--- src/rtl/note_oscillator.sv ---
// Note-code to square-wave oscillator with a gate/release amplitude envelope.
// A 16-bit phase accumulator sets the pitch; its MSB is the square wave.
module note_oscillator #(
    parameter int ACC_W        = 16,
    parameter int RELEASE_STEP = 40,
    parameter int AMP_MAX      = 15
) (
    input  logic       clk,
    input  logic       rst,
    input  logic       enable,
    input  logic [3:0] note,
    output logic       wave_out,
    output logic [3:0] amplitude,
    output logic [3:0] sample,
    output logic       active
);

    localparam int REL_W = $clog2(RELEASE_STEP + 1);

    typedef enum logic [1:0] {
        IDLE,
        SUSTAIN,
        RELEASE
    } state_t;

    state_t state, state_n;

    logic [ACC_W-1:0] acc, acc_n;
    logic [ACC_W-1:0] inc_reg, inc_n;
    logic [ACC_W-1:0] lut_inc;
    logic [3:0]       amp_n;
    logic [3:0]       cur_note, note_n;
    logic [REL_W-1:0] rel_cnt, rel_n;

    // Upper octave entries are exactly twice the matching lower-octave entry.
    always_comb begin
        lut_inc = '0;
        case (note)
            4'd1:    lut_inc = ACC_W'(1717);
            4'd2:    lut_inc = ACC_W'(1927);
            4'd3:    lut_inc = ACC_W'(2163);
            4'd4:    lut_inc = ACC_W'(2287);
            4'd5:    lut_inc = ACC_W'(2569);
            4'd6:    lut_inc = ACC_W'(2884);
            4'd7:    lut_inc = ACC_W'(3237);
            4'd8:    lut_inc = ACC_W'(3428);
            4'd9:    lut_inc = ACC_W'(3854);
            4'd10:   lut_inc = ACC_W'(4326);
            4'd11:   lut_inc = ACC_W'(4574);
            4'd12:   lut_inc = ACC_W'(5138);
            4'd13:   lut_inc = ACC_W'(5768);
            4'd14:   lut_inc = ACC_W'(6474);
            4'd15:   lut_inc = ACC_W'(6856);
            default: lut_inc = '0;
        endcase
    end

    always_comb begin
        state_n = state;
        acc_n   = acc;
        inc_n   = inc_reg;
        amp_n   = amplitude;
        rel_n   = rel_cnt;
        note_n  = cur_note;
        if (!enable) begin
            state_n = IDLE;
            acc_n   = '0;
            amp_n   = '0;
            rel_n   = '0;
        end else begin
            case (state)
                IDLE: begin
                    acc_n = '0;
                    if (note != 4'd0) begin
                        state_n = SUSTAIN;
                        inc_n   = lut_inc;
                        note_n  = note;
                        amp_n   = 4'(AMP_MAX);
                    end
                end
                SUSTAIN: begin
                    // Phase keeps running across pitch changes.
                    acc_n = acc + inc_reg;
                    if (note == 4'd0) begin
                        state_n = RELEASE;
                        rel_n   = '0;
                    end else if (note != cur_note) begin
                        inc_n  = lut_inc;
                        note_n = note;
                        amp_n  = 4'(AMP_MAX);
                    end
                end
                RELEASE: begin
                    acc_n = acc + inc_reg;
                    if (note != 4'd0) begin
                        state_n = SUSTAIN;
                        inc_n   = lut_inc;
                        note_n  = note;
                        amp_n   = 4'(AMP_MAX);
                    end else if (rel_cnt == REL_W'(RELEASE_STEP - 1)) begin
                        rel_n = '0;
                        if (amplitude <= 4'd1) begin
                            amp_n   = '0;
                            state_n = IDLE;
                            acc_n   = '0;
                        end else begin
                            amp_n = amplitude - 4'd1;
                        end
                    end else begin
                        rel_n = rel_cnt + REL_W'(1);
                    end
                end
                default: begin
                    state_n = IDLE;
                    acc_n   = '0;
                end
            endcase
        end
    end

    always_ff @(posedge clk) begin
        if (rst) begin
            state     <= IDLE;
            acc       <= '0;
            inc_reg   <= '0;
            amplitude <= '0;
            rel_cnt   <= '0;
            cur_note  <= '0;
            wave_out  <= 1'b0;
            active    <= 1'b0;
        end else begin
            state     <= state_n;
            acc       <= acc_n;
            inc_reg   <= inc_n;
            amplitude <= amp_n;
            rel_cnt   <= rel_n;
            cur_note  <= note_n;
            wave_out  <= acc_n[ACC_W-1];
            active    <= (state_n != IDLE);
        end
    end

    assign sample = wave_out ? amplitude : 4'd0;

endmodule

--- config.mk ---
export PLATFORM = sky130hd
export DESIGN_NAME = note_oscillator
export DESIGN_NICKNAME = d
export VERILOG_FILES = /design/src/rtl/note_oscillator.sv
export SDC_FILE = /design/constraint.sdc
export NUM_CORES = 1
export LEC_CHECK = 0
export CORE_MARGIN = 5
export CORE_UTILIZATION = 30
export CTS_CLUSTER_DIAMETER = 100
export DETAILED_ROUTE_END_ITERATION = 6
export GPL_TIMING_DRIVEN = 0
export PLACE_DENSITY = 0.44
export SLEW_MARGIN = 15
export SYNTH_ARGS = -nofsm -noshare
export SYNTH_HDL_FRONTEND = slang
export SYNTH_SLANG_ARGS = --single-unit
--- constraint.sdc ---
create_clock -name clk -period 2.6 [get_ports clk]
set_input_delay 0.52 -clock clk [delete_from_list [all_inputs] [get_ports clk]]
set_output_delay 0.52 -clock clk [all_outputs]
set_load 0.02 [all_outputs]
==> results.toml <==
[routing]
route.top_layer_used = "met4"
route.detailed.drc = 0
firstDrtPassIters = 4
wl_met3_um = 109
drt_iter0_drc = 86
vias = 2392
wl_met2_mm = 3.26
wl_mm = 6.72
avgViaCountPerCell = 4.91
wl_met1_mm = 3.32
ant_nets = 0
routedWlPerCell_um = 13.8

[clock_tree]
cts.clk_slew.worst_paths_ns = 0.09
cts_buffers = 5
ctsHtreeMaxLevel = 2
root_buffer = "clkbuf_8"
clk_latency_ns = 0.30
cts_buffer_depth = 2
cts_hold_buf = 0
cts_tree = "yes"
clock_sink_count = 46

[final_layout]
syn_to_final_growth_pct = 17.3
drive_gt1_share_pct = 8.94
antennaDiodeCount = 0
largest_reg_flops = 16
fillerInstances = 994
ff_latch_area_um2 = 921
fin_util_pct = 36.4
fin_area_um2 = 3400
multi_input_area_um2 = 1890
nNetsFinal = 392

[sta]
tightest_slew_ns = 0.697
finalSetupViolCount = 0
post-route-period-util_pct = 85.1
max_freq_ghz = 0.452
finalHoldViolations = 0
fin_skew_ns = 0.0109
rsz0062_at_grt = "false"
fin_crit_ns = 2.21
relSlewSlack_pct = 53.1
setup_tns_ns = 0
slew_violations = 0

[global_route]
grt_pass1_wl_mm = 11.3
grt_max_degree = 15
first_global_vias = 2336
antenna_found_initial = 0
grt_usage_pct = 12.0
grt-ovfl-total = 0

[yosys]
synth_cells = 335
yosysSeqAreaShare_pct = 31.8
ys_async_sr_fraction_pct = 0
yosys_warnings = 0
synth-main-ff-cell = "dfxtp_1"
synth_edf_count = 0
syn_nets = 370
synth_area_per_cell_um2 = 8.64
yosysTopAreaCellShare_pct = 31.8
synth.area.top_cells = "dfxtp_1 32%, ha_1 12%, mux2i_1 5.9%"
netlist_area_um2 = 2890
yosysUniqueCellTypes = 53
synth_largest_area_cell = "dfxtp_1"
ys_ff_latch = 46

[placed_design]
hpwlAfterDp_mm = 5.01
gp_congestion = 0.785
portBuffers = 14
dpl-instance-area_um2 = 3200

[setup_path]
worst_ep_arrival_time_ns = 2.40
setup.worst_path.class = "in -> reg"
cp-end-kind = "register"
worstPathMaxFanout = 6
cp-start-kind = "input port"
critPathRequiredTime_ns = 2.79

[run_status]
outcome = "complete, no violations"

[die]
die-area_um2 = 11700
die_y_um = 108
num_rows = 35
die_width_um = 108
core-area_um2 = 9330
io_pins = 17
start_util_pct = 31.0

[power]
cellLeakagePower_nw = 1.45
powerDensity_nw_per_um2 = 495
total_power_mw = 1.68
peakVddDrop_v = 0.000268

[flow_run]
maxCapViolations = 0

[hold_path]
hp-class = "reg -> reg"
-- cell usage after synthesis, types with 4 or more instances --
cell type	instances
nor2b_1	6
inv_1	15
xor2_1	10
o21ai_1	4
nor3b_1	4
o211ai_1	5
nand2b_1	8
nor3_1	8
dfxtp_1	46
o21ai_0	17
ha_1	27
nor2_1	45
a211oi_2	5
a21oi_1	27
mux2i_1	17
clkbuf_1	5
xnor2_1	4
nand2_1	9
and3_1	7
and2_1	9
buf_2	4
a21o_1	6
-- power by group --
part / internal, mW / switching [mW] / leakage, nW / total (mW)
logic: 0.107 / 0.145 / 0.999 / 0.252
registers: 0.731 / 0.0226 / 0.375 / 0.754
clock network: 0.411 / 0.266 / 0.0714 / 0.676
total: 1.25 / 0.433 / 1.45 / 1.68
-- critical path: stages --
cell             delay (ns)
clkdlybuf4s50_1        0.56
xor2_1                 0.22
o41ai_2                0.52
a21oi_2                0.16
buf_4                  0.19
o311ai_1               0.11
a21oi_1                0.12
-- per-layer routing --
layer / GRT usage, % / vias up
li1: - / 1240
met5: 0 / -
met1: 15.3 / 1133
met2: 21.1 / 15
met3: 2.33 / 4
met4: 2.16 / 0
-- cell usage in the layout (no fill, tap or decap), types with 4 or more instances in the layout --
master	n
nor3b_1	4
xnor2_1	4
xor2_1	10
nand2_1	9
o21ai_1	4
o211ai_1	5
clkbuf_8	6
clkbuf_1	5
inv_1	14
a21o_1	6
o21ai_0	17
nor2_1	45
a21oi_1	27
nor3_1	8
dfxtp_1	46
nor2b_1	6
clkdlybuf4s50_1	12
a211oi_2	4
nand2b_1	8
and2_1	8
ha_1	26
and3_1	7
mux2i_1	17
-- repair_timing --
action	4_1_cts	5_1_grt
pin swaps	2	1
buffers inserted	1	0
gates cloned	0	0
endpoints found under the setup margin	40	38
gates resized for setup	7	4
-- final cells by class --
type | count | area share (%)
Multi-Input combinational cell | 262 | 55.7
Clock buffer | 6 | 2.43
Buffer | 12 | 2.10
Inverter | 15 | 1.66
Tap cell | 129 | 4.75
Sequential cell | 46 | 27.1
Clock inverter | 2 | 1.77
Timing Repair Buffer | 15 | 4.50
-- per-stage QoR --
step	instances	setup WS, ns	hold WS [ns]
finish	487	0.388	0.487
global route	487	0.181	0.509
CTS	487	0.00681	0.490
detailed placement	478	-0.791	0.474
global placement	478	-0.770	0.464
floorplan	335	0.485	0.450
-- final timing paths --
check / start / to / slack (ns) / depth (start not counted)
worst max register to register: inc_reg[0]$_SDFFE_PP0P_ / acc[12]$_SDFF_PP0_ / 0.45 / 9
worst max-delay path: note[2] / inc_reg[2]$_SDFFE_PP0P_ / 0.39 / 7
worst min-delay path: inc_reg[2]$_SDFFE_PP0P_ / inc_reg[2]$_SDFFE_PP0P_ / 0.49 / 2
worst min register to register: inc_reg[2]$_SDFFE_PP0P_ / inc_reg[2]$_SDFFE_PP0P_ / 0.49 / 2
-- logic make-up (layout without fill, tap and decap cells) --
logic type / count (synthesis) / in the layout / synth area share, %
AOI/OAI and AO/OA: 91 / 91 / 21.2
xor gates and xnor gates: 14 / 14 / 4.24
buffers and inverters: 27 / 50 / 4.32
adders and majority gates: 28 / 28 / 12.4
DFF: 46 / 46 / 31.8
muxes: 17 / 17 / 5.88
and+or+nand+nor: 112 / 112 / 20.2
Note: power is estimated with default switching activity, not from simulation.
